### config.mk
export PLATFORM = sky130hd
export DESIGN_NAME = comb_bist_ctrl
export DESIGN_NICKNAME = d
export VERILOG_FILES = /design/src/rtl/comb_bist_ctrl.sv
export SDC_FILE = /design/constraint.sdc
export NUM_CORES = 1
export LEC_CHECK = 0
export BUFFER_PORTS_ARGS = -buffer_cell sky130_fd_sc_hd__buf_2
export CAP_MARGIN = 20
export CORE_ASPECT_RATIO = 0.6
export CORE_MARGIN = 4
export CORE_UTILIZATION = 57
export DETAILED_ROUTE_END_ITERATION = 8
export GPL_TIMING_DRIVEN = 0
export HOLD_SLACK_MARGIN = 0.15
export PLACE_DENSITY = 0.82
export SLEW_MARGIN = 15
export SYNTH_ARGS = -nofsm -noshare
export SYNTH_HDL_FRONTEND = slang
export SYNTH_SLANG_ARGS = --single-unit
### constraint.sdc
create_clock -name clk -period 3.1 [get_ports clk]
set_input_delay 0 -clock clk [delete_from_list [all_inputs] [get_ports clk]]
set_output_delay 0 -clock clk [all_outputs]
set_load 0.05 [all_outputs]
### src/rtl/comb_bist_ctrl.sv
// comb_bist_ctrl: LFSR-driven BIST wrapper for one combinational core.
// Ports: clk, rst (async high), start, abort, golden_sig in;
//   dut_in to core, dut_out from core; busy, done, pass,
//   signature (MISR), pat_count (vectors applied) out.
module comb_bist_ctrl #(
  parameter int IN_W = 10,
  parameter int OUT_W = 12,
  parameter int PAT_CNT = 1023,
  parameter logic [IN_W-1:0] LFSR_TAPS = 10'h240,
  parameter logic [IN_W-1:0] LFSR_SEED = 10'h001,
  parameter logic [OUT_W-1:0] MISR_TAPS = 12'hE08
) (
  input  logic             clk,
  input  logic             rst,
  input  logic             start,
  input  logic             abort,
  input  logic [OUT_W-1:0] golden_sig,
  output logic [IN_W-1:0]  dut_in,
  input  logic [OUT_W-1:0] dut_out,
  output logic             busy,
  output logic             done,
  output logic             pass,
  output logic [OUT_W-1:0] signature,
  output logic [IN_W:0]    pat_count
);

  typedef enum logic [1:0] {
    IDLE,
    RUN,
    DRAIN,
    DONE
  } state_t;

  localparam logic [IN_W:0] PAT_LAST = (IN_W+1)'(PAT_CNT);

  state_t state;
  logic [OUT_W-1:0] resp_q;
  // resp_q holds a real response only after the first RUN cycle
  logic absorb;

  function automatic logic [IN_W-1:0] lfsr_next(
    input logic [IN_W-1:0] q
  );
    return {q[IN_W-2:0], ^(q & LFSR_TAPS)};
  endfunction

  function automatic logic [OUT_W-1:0] misr_next(
    input logic [OUT_W-1:0] s,
    input logic [OUT_W-1:0] r
  );
    return {s[OUT_W-2:0], ^(s & MISR_TAPS)} ^ r;
  endfunction

  always_ff @(posedge clk or posedge rst) begin
    if (rst) begin
      state     <= IDLE;
      dut_in    <= '0;
      busy      <= 1'b0;
      done      <= 1'b0;
      pass      <= 1'b0;
      signature <= '0;
      pat_count <= '0;
      resp_q    <= '0;
      absorb    <= 1'b0;
    end else begin
      done <= 1'b0;
      if (abort) begin
        // freeze signature/pat_count; a finished pass stays visible
        state <= IDLE;
        busy  <= 1'b0;
        if (state != IDLE) pass <= 1'b0;
      end else begin
        unique case (state)
          IDLE: begin
            if (start) begin
              state     <= RUN;
              busy      <= 1'b1;
              dut_in    <= LFSR_SEED;
              signature <= '0;
              pat_count <= {{IN_W{1'b0}}, 1'b1};
              pass      <= 1'b0;
              absorb    <= 1'b0;
            end
          end
          RUN: begin
            resp_q <= dut_out;
            absorb <= 1'b1;
            if (absorb)
              signature <= misr_next(signature, resp_q);
            if (pat_count == PAT_LAST) begin
              state <= DRAIN;
            end else begin
              dut_in    <= lfsr_next(dut_in);
              pat_count <= pat_count + 1'b1;
            end
          end
          DRAIN: begin
            signature <= misr_next(signature, resp_q);
            state     <= DONE;
            busy      <= 1'b0;
          end
          DONE: begin
            // verdict and done land together so pass is valid with done
            done  <= 1'b1;
            pass  <= (signature == golden_sig);
            state <= IDLE;
          end
          default: state <= IDLE;
        endcase
      end
    end
  end

endmodule
Word-level counts from Yosys, hierarchy flattened

Cells that the tools add are included.
Widths: inputs -> output; s select.

Bits in registers: 51
Input port bits: 28
Output and inout port bits: 36
Logic and storage cells: 61

$add $sub $neg: 1
Eq/ne operators: 11
Mux-type cells: 23
Bitwise operators: 2
Reduce and logical (&&, ||, !) cells: 15

Operators with widths:

| cell                  | count |
|---|---|
| $pmux 12 s3           | 1 |
| $mux 12               | 2 |
| $mux 11               | 2 |
| $pmux 11 s2           | 1 |
| $mux 10               | 2 |
| $pmux 10 s2           | 1 |
| $eq 12x12->1          | 1 |
| $reduce_xor 12->1     | 1 |
| $xor 12x12->12        | 1 |
| $add 11x1->11 const B | 1 |
| $eq 11x10->1 const B  | 1 |
| $reduce_xor 10->1     | 1 |
| $reduce_bool 3->1     | 3 |
| $pmux 2 s4            | 1 |
| $reduce_and 4->1      | 2 |
| $mux 1                | 7 |
| $mux 2                | 3 |
| $ne 2x2->1 const B    | 3 |
| $ne 3x3->1 const B    | 2 |
| $pmux 1 s2            | 3 |
| $reduce_and 2->1      | 3 |
| $reduce_and 3->1      | 2 |
| $eq 2x2->1 const B    | 2 |
| $reduce_bool 2->1     | 2 |
| other kinds (4)       | 4 |

Depth between registers and ports, before layout

Gate-level depths: netlist (run 1).

Depth after elaboration: 4
Mapped depth: 7
Mapped depth without buffers: 7

Worst setup path after synthesis (run 1)

No wires, ideal clock.

Kind: register to register
Start: register pat_count[0]
End: register state[1]
Library setup time: 0.133 ns
Arrival time: 2.053 ns
Required time: 2.967 ns
Setup slack: 0.914 ns
Stages on the path, launching flop included: 8
Path buffers: 1
Period minus slack after synthesis: 2.186 ns
Path through: dfrtp_1 > ha_1 > inv_1 > or4_4 > buf_6 > a21oi_4 > mux2i_1 > nor2_1

Word-level cells in the longest chain between the ends: 3

RTL lines:

| what                       | RTL line | text |
|---|---|---|
| start, declared            | 24       | `output logic [IN_W:0] pat_count` |
| start signal, assigned     | 80       | `pat_count <= {{IN_W{1'b0}}, 1'b1};` |
| start signal, assigned     | 94       | `pat_count <= pat_count + 1'b1;` |
| $eq 11x10->1               | 90       | `if (pat_count == PAT_LAST) begin` |
| $ne 3x3->1 (no line)       | n/a      |  |
| $reduce_and 2->1 (no line) | n/a      |  |
| end signal, assigned       | 91       | `state <= DRAIN;` |
| end signal, assigned       | 99       | `state <= DONE;` |
| end signal, assigned       | 106      | `state <= IDLE;` |
| end, declared              | 36       | `state_t state;` |

Every way passes these cells.
A chain may end at the register's enable or synchronous reset.

Worst setup path after layout (run 1)

Start: register state[0]
End: register signature[9]

Word-level cells in the longest chain between the ends: 3
Elaborated cells on any way between the ends: 8
Classes of those cells: eq/ne (4); mux (1); reduce/logical (3)

RTL lines:

| what                                                      | RTL line | text |
|---|---|---|
| start signal, assigned                                    | 56       | `state <= IDLE;` |
| start signal, assigned                                    | 69       | `state <= IDLE;` |
| start signal, assigned                                    | 76       | `state <= RUN;` |
| $eq 2x1->1 (tied with other cells)                        | 73       | `unique case (state)` |
| $ne 2x2->1 (no line) or $reduce_bool 3->1 (tied branches) | n/a      |  |
| $reduce_and 4->1 (no line)                                | n/a      |  |
| end signal, assigned                                      | 89       | `signature <= misr_next(signature, resp_q);` |
| end signal, assigned                                      | 98       | `signature <= misr_next(signature, resp_q);` |
| end, declared                                             | 23       | `output logic [OUT_W-1:0] signature,` |

Parallel ways exist; a longest one is shown, timed or not.

==> flow_summary.yaml, run 1 <==
worst_setup_path:
  cp_max_fo: 10
  required_ns: 3.35
  setup.worst_path.end: "signature[9]"
  reg2reg_from: "state[0]"
  worstRegToRegCells: 7
  crit-reg2reg-capture: "signature[9]"
  crit_arrival_ns: 2.58
  critical_path_class: "reg2reg"
  r2r_slack_ns: 0.76
  timing.critical_path.from_type: "flip-flop"
  crit_path_end_kind: "flip-flop"
  setup.worst_path.start: "state[0]"
timing:
  finalCriticalPeriod_ns: 2.34
  fmaxAchievable_ghz: 0.428
  maxSlewHeadroom_pct: 48.6
  max_slew.worst_pin.slew_ns: 0.767
  grt_setup_unrepaired: "no"
  setup_total_negative_slack_ns: 0
  hold_violations: 0
  setup_viol: 0
  finalMaxSlewViolations: 0
  fin_worst_skew_ns: 0.00743
  finalCritPeriodShare_pct: 75.4
detailed_routing:
  firstDrtPassIters: 4
  drt-total-wl_um: 5960
  drc_errors: 0
  route.detailed.vias_per_inst: 5.36
  vias: 2063
  antenna_violating_nets_post_route: 0
  drt-initial-drc-count: 137
  wl_per_cell_um: 15.5
layout:
  multi_input_comb_area_um2: 1220
  num-nets-final: 359
  antenna_cells: 0
  layout-drive-gt1-share_pct: 30.5
  area_growth_syn_to_layout_pct: 25.7
  filler_cell_count: 301
  register_area_um2: 1280
pwr:
  ir_worst_vdd_mv: 0.687
  power_mw: 2.99
  leakage_nw: 1.65
  powerDensity_nw_per_um2: 928
outcome:
  run_status: "completed"
cts:
  cts.clk_slew.worst_paths_ns: 0.09
  maximum_buffer_depth_of_the_clock_tree: 2
  postCtsSetupRepairBufs: 0
  cts_root_buf: "sky130_fd_sc_hd__clkbuf_8"
  insertion_delay_ns: 0.30
  cts.sinks: 51
  cts-resized-gates: 0
  cts_max_level: 2
  num_cts_buffers: 5
  cts_tree: "yes"
global_routing:
  wire_length_of_the_first_global_routing_pass_um: 10100
  antenna_found_initial: 0
  overflow: 0
  largest_net_degree_at_the_start_of_global_routing: 28
  track_usage_pct: 23.7
  first_global_vias: 2029
floorplanning:
  chipHeight_um: 60.0
  design.core.area_um2: 4210
  core.rowCount: 18
  io_pins: 64
  die_width_um: 94.6
  floorplan.initialDensity_pct: 60.9
  die_area_um2: 5670
synthesis:
  yosys.area_share.xor_xnor_pct: 12.0
  synth_mux_area_share_pct: 6.44
  synth_fa_ha_area_share_pct: 2.93
  synth-seq-area-share_pct: 49.8
  syn-instance-count: 238
  synthDominantCellAreaShare_pct: 49.8
  ys_top_cells_by_area: "sky130_fd_sc_hd__dfrtp_1 50%, sky130_fd_sc_hd__xor2_1 6.1%, sky130_fd_sc_hd__xnor2_1 5.8%"
  syn-cell-area_um2: 2560
  synth_compound_area_share_pct: 7.08
  largest_family_of_logic_cells_by_synthesized_area: "simple AND/OR/NAND/NOR gates"
  syn_avg_cell_area_um2: 10.8
  post-synth-top-area-cell: "sky130_fd_sc_hd__dfrtp_1"
  synth.distinct_cells: 38
  synth_simple_gate_area_share_pct: 19.1
  ys_seq_elements: 51
  synth-warning-count: 0
  postSynthNetCount: 272
min_path:
  class_of_the_tightest_hold_or_removal_check: "in2reg"
placed_design:
  dp_hpwl_um: 4250
  numPortBuffers: 63
  routability_cong: 0.821
flow_run:
  drv_cap: 0
-- logic make-up after synthesis --
family	Yosys count
AO/OA/AOI/OAI	22
XOR/XNOR	35
adder cells (fa/ha/maj)	6
buffers and inverters	14
flip-flops	51
multiplexers	15
AND/OR/NAND/NOR	95
-- registers in the layout (all words and copies together), names as in the netlist --
| register | count |
|---|---|
| dut_in | 10 |
| state | 2 |
| resp_q | 12 |
| done | 1 |
| absorb | 1 |
| pat_count | 11 |
| busy | 1 |
| pass | 1 |
| signature | 12 |
-- power breakdown --
group	leakage, nW	switching [mW]	total [mW]	internal [mW]
Combinational	0.938	0.966	1.51	0.539
Clock	0.0470	0.213	0.388	0.176
Sequential	0.666	0.224	1.10	0.873
Total	1.65	1.40	2.99	1.59
-- worst min path at each step --
stage,to,cells past startpoint,startpoint
finish,busy,5,start
global route,busy,5,start
CTS,busy,5,start
detailed placement,dut_in[2],2,rst
global placement,resp_q[6],2,dut_out[6]
floorplan,resp_q[0],1,dut_out[0]
-- timing repair --
item / in CTS / in global routing
setup endpoints to repair: 0 / 0
hold buffers: 16 / 0
hold endpoints to repair: 69 / 0
-- layout make-up --
class                   count  share of cell area [%]
multi-input cells         173                    37.8
flip-flops and latches     51                    39.6
clock buffers               6                    2.56
clock inverters             1                   0.155
inverters                   6                   0.699
well taps                  60                    2.33
repair buffers             80                    15.4
plain buffers               8                    1.48
-- synthesized netlist by cell type --
cell	count
sky130_fd_sc_hd__nor2_4	1
sky130_fd_sc_hd__mux2i_1	3
sky130_fd_sc_hd__xnor2_1	17
sky130_fd_sc_hd__nor3_2	1
sky130_fd_sc_hd__or4_1	1
sky130_fd_sc_hd__ha_1	6
sky130_fd_sc_hd__and3_1	2
sky130_fd_sc_hd__a21oi_4	2
sky130_fd_sc_hd__nor2b_1	5
sky130_fd_sc_hd__nand2_1	30
sky130_fd_sc_hd__nor3_1	1
sky130_fd_sc_hd__o21a_1	1
sky130_fd_sc_hd__o21ai_0	2
sky130_fd_sc_hd__or4_4	1
sky130_fd_sc_hd__clkbuf_1	4
sky130_fd_sc_hd__a211oi_2	1
sky130_fd_sc_hd__buf_2	2
sky130_fd_sc_hd__nand3b_1	1
sky130_fd_sc_hd__nor4_1	2
sky130_fd_sc_hd__or3_1	1
sky130_fd_sc_hd__a31oi_1	1
sky130_fd_sc_hd__a22o_1	10
sky130_fd_sc_hd__nand2b_1	1
sky130_fd_sc_hd__nor2_1	16
sky130_fd_sc_hd__and3b_2	1
sky130_fd_sc_hd__nor4b_1	1
sky130_fd_sc_hd__buf_6	2
sky130_fd_sc_hd__nor3b_1	1
sky130_fd_sc_hd__nand4_1	7
sky130_fd_sc_hd__and3_2	1
sky130_fd_sc_hd__nand4_2	1
sky130_fd_sc_hd__inv_1	6
sky130_fd_sc_hd__mux2_2	12
sky130_fd_sc_hd__dfrtp_1	51
sky130_fd_sc_hd__and2_2	2
sky130_fd_sc_hd__xor2_1	18
sky130_fd_sc_hd__a21oi_1	5
sky130_fd_sc_hd__nand3_1	18
-- metrics by stage --
step / util (%) / hold WS (ns) / std cells / setup WS (ns) / instance area, µm²
3_5_place_dp: 70.6 / 0.0780 / 362 / 0.856 / 2970
6_report: 76.5 / 0.163 / 385 / 0.764 / 3220
4_1_cts: 76.5 / 0.154 / 385 / 0.822 / 3220
3_3_place_gp: 70.1 / 0.232 / 361 / 0.916 / 2950
2_1_floorplan: - / 0.152 / 238 / 0.914 / 2560
5_1_grt: 76.5 / 0.194 / 385 / 0.589 / 3220
-- per-layer routing --
layer  global-route usage [%]  vias to the layer above  share of wire (%)  wire, µm
met5                        0                        -                  0         0
met4                     6.16                        0                1.2        71
met3                     6.92                       11                8.6       512
met2                     34.4                       89                 44      2650
met1                     35.0                      978                 46      2730
li1                         -                      985                  -         -
-- worst max-delay path: stages (launching register included) --
cell and delay [ns]:
sky130_fd_sc_hd__dfrtp_1 0.42, sky130_fd_sc_hd__inv_1 0.10, sky130_fd_sc_hd__ha_1 0.30, sky130_fd_sc_hd__nor2b_1 0.26, sky130_fd_sc_hd__nor4_1 0.45, sky130_fd_sc_hd__clkbuf_1 0.46, sky130_fd_sc_hd__nand3_1 0.19, sky130_fd_sc_hd__nand2_1 0.11
-- layout by cell type (no fill, tap or decap), drive strengths merged --
cell | Yosys | layout
nor4b | 1 | 1
nand2 | 30 | 30
nor2b | 5 | 5
nor4 | 2 | 2
a22o | 10 | 10
nand2b | 1 | 1
and3b | 1 | 1
mux2 | 12 | 12
mux2i | 3 | 3
a211oi | 1 | 1
nand3b | 1 | 1
nor2 | 17 | 17
clkbuf | 4 | 10
dfrtp | 51 | 51
nand4 | 8 | 8
a31oi | 1 | 1
and3 | 3 | 3
dlygate4sd3 | 0 | 16
a21oi | 7 | 7
buf | 4 | 68
xor2 | 18 | 18
inv | 6 | 6
o21a | 1 | 1
xnor2 | 17 | 17
nand3 | 18 | 18
ha | 6 | 6
nor3 | 2 | 2
or3 | 1 | 1
nor3b | 1 | 1
or4 | 2 | 2
o21ai | 2 | 2
clkinv | 0 | 1
and2 | 2 | 2
(Power assumes the default switching activity.)
==> run 2: changes to the inputs <==
- CORE_UTILIZATION: 57 -> 53
- PLACE_DENSITY: 0.82 -> 0.77
- clock period: 3.1 -> 2.3 ns (I/O delays scaled with it)
==> run 2 against run 1 <==
Clock skew barely moved. Power rose by 42%. Routed wire length down 3.6%. Final area grew 2.3%. Utilization down 5.1 points. Die area grew 6.7%. Register-to-register slack worse by 0.64 ns. Clock power is 94% higher.
==> flow_summary.yaml, run 2 (same netlist as run 1, synthesis figures left out) <==
cts:
  postCtsSetupRepairBufs: 0
  cts_tree: "yes"
  num_cts_buffers: 5
  insertion_delay_ns: 0.31
  cts_max_level: 2
  cts_root_buf: "sky130_fd_sc_hd__clkbuf_8"
  maximum_buffer_depth_of_the_clock_tree: 2
  cts.sinks: 51
  cts.clk_slew.worst_paths_ns: 0.09
outcome:
  run_status: "completed"
worst_setup_path:
  timing.critical_path.slowest_stage_cell: "sky130_fd_sc_hd__dlygate4sd3_1"
  critical_path_class: "reg2reg"
  crit_path_end_kind: "flip-flop"
  timing.critical_path.cells: "ha_1 > nor2b_1 > nand2_1 > nor4_2 > dlygate4sd3_1 > nand3b_1 > nand2_1"
  slowest_delay_ns: 0.62
  cpMostUsedCell: "sky130_fd_sc_hd__nand2_1"
  required_ns: 2.55
  timing.critical_path.from_type: "flip-flop"
  cp_max_fo: 5
  crit_arrival_ns: 2.42
timing:
  hold_slack_ns: 0.177
  finalCritPeriodShare_pct: 94.6
  setup_viol: 0
  max_slew.worst_pin.slew_ns: 0.750
  final_critical_path_setup_slack_ns: 0.125
  maxSlewHeadroom_pct: 49.8
  hold_violations: 0
  finalMaxSlewViolations: 0
  fmaxAchievable_ghz: 0.460
  finalCriticalPeriod_ns: 2.18
  fin_worst_skew_ns: 0.00783
  grt_setup_unrepaired: "yes"
detailed_routing:
  vias: 2045
  firstDrtPassIters: 4
  drc_errors: 0
  antenna_violating_nets_post_route: 0
  drt-initial-drc-count: 85
  wl_per_cell_um: 14.8
  route.detailed.vias_per_inst: 5.26
  drt-total-wl_um: 5750
floorplanning:
  floorplan.initialDensity_pct: 55.6
  chipHeight_um: 61.9
  core.rowCount: 19
  die_width_um: 97.8
  design.core.area_um2: 4610
  io_pins: 64
  die_area_um2: 6050
layout:
  layout_top_registers: "resp_q (12), signature (12), pat_count (11)"
  register_area_um2: 1280
  final-instance-count-excl-fill: 389
  layout.cells.most_common_list: "65 x sky130_fd_sc_hd__buf_2, 51 x sky130_fd_sc_hd__dfrtp_1, 30 x sky130_fd_sc_hd__nand2_1"
  fin_area_um2: 3290
  layout_commonest_cell: "sky130_fd_sc_hd__buf_2"
  num-nets-final: 359
  layout-drive-gt1-share_pct: 31.9
  filler_cell_count: 361
  multi_input_comb_area_um2: 1230
  antenna_cells: 0
  area_growth_syn_to_layout_pct: 28.5
placed_design:
  routability_cong: 0.816
  dp_hpwl_um: 4220
  preCtsSetupSlack_ns: 0.0617
  dpl-instance-area_um2: 2980
  numPortBuffers: 63
  dp_cells: 365
flow_run:
  drv_cap: 0
min_path:
  class_of_the_tightest_hold_or_removal_check: "in2reg"
pwr:
  power.share.sequential_pct: 34.6
  cellInternalPower_mw: 2.35
  leakage_nw: 1.68
  clock_power_share_pct: 17.7
  combinational_power_share_pct: 47.8
  powerDensity_nw_per_um2: 1290
  p_switching_mw: 1.90
  power_switching_share_pct: 44.7
  power_mw: 4.26
  ir_worst_vdd_mv: 0.854
global_routing:
  overflow: 0
  wire_length_of_the_first_global_routing_pass_um: 9490
  track_usage_pct: 20.2
  largest_net_degree_at_the_start_of_global_routing: 29
  antenna_found_initial: 0
  first_global_vias: 1925
## run 2: cell types whose count changed in the layout (fill, tap and decap cells not counted)
cell,before,now
sky130_fd_sc_hd__bufinv_16,0,2
sky130_fd_sc_hd__clkbuf_2,0,1
sky130_fd_sc_hd__clkbuf_1,4,3
sky130_fd_sc_hd__nor2b_1,5,4
sky130_fd_sc_hd__inv_8,0,1
sky130_fd_sc_hd__nor4_1,2,0
sky130_fd_sc_hd__clkbuf_8,6,5
sky130_fd_sc_hd__clkinv_2,1,0
sky130_fd_sc_hd__nor4_2,0,2
sky130_fd_sc_hd__nor2b_2,0,1
## run 2: routing by layer
metal | vias to the layer above | share of wire (%) | GRT usage (%)
li1 | 989 | - | -
met1 | 994 | 49 | 29.2
met2 | 54 | 43 | 30.0
met3 | 8 | 6.3 | 6.02
met4 | 0 | 1.5 | 5.92
met5 | - | 0 | 0
## run 2: final timing paths
kind	startpoint	to	slack (ns)	cells past startpoint
hold reg to reg	dut_in[7]	dut_in[8]	0.53	1
min in group asynchronous	rst	dut_in[2]	0.27	3
setup reg to reg	state[0]	pass	0.12	7
max in group asynchronous	rst	busy	1.50	4
setup / recovery	state[0]	pass	0.12	7
hold / removal	start	state[0]	0.18	4
## run 2: stage by stage
step                TNS [ns]  utilization (%)
finish                     0             71.4
floorplan                  0                -
global route         -0.0293             71.4
global placement           0             64.1
detailed placement         0             64.6
CTS                        0             71.1
## run 2: repair_timing
item	in CTS	in global routing
hold buffers	16	0
resized for setup	0	5
endpoints found under the setup margin	0	13
hold endpoints to repair	71	0
## run 2: critical path, delay by kind of cell, from the launching register on
kind | cells | cell delay, ns
buffers and inverters | 1 | 0.62
AND/OR/NAND/NOR | 5 | 0.78
flip-flops | 1 | 0.42
adder cells (fa/ha/maj) | 1 | 0.31
## run 2: power groups by stage
stage	sequential [mW]	combinational [mW]	clock [mW]
floorplan	1.95	1.05	0
global placement	1.48	1.93	0
detailed placement	1.49	1.98	0
CTS	1.47	2.01	0.766
global route	1.52	2.19	0.813
finish	1.47	2.03	0.751
## run 2: final cells by class
type,count,area share [%]
clock buffer,5,2.09
timing repair buffer,80,15.0
inverter,6,0.684
buffer,8,1.48
multi-input combinational,173,37.4
tap,63,2.39
sequential,51,38.7
clock inverter,3,2.16
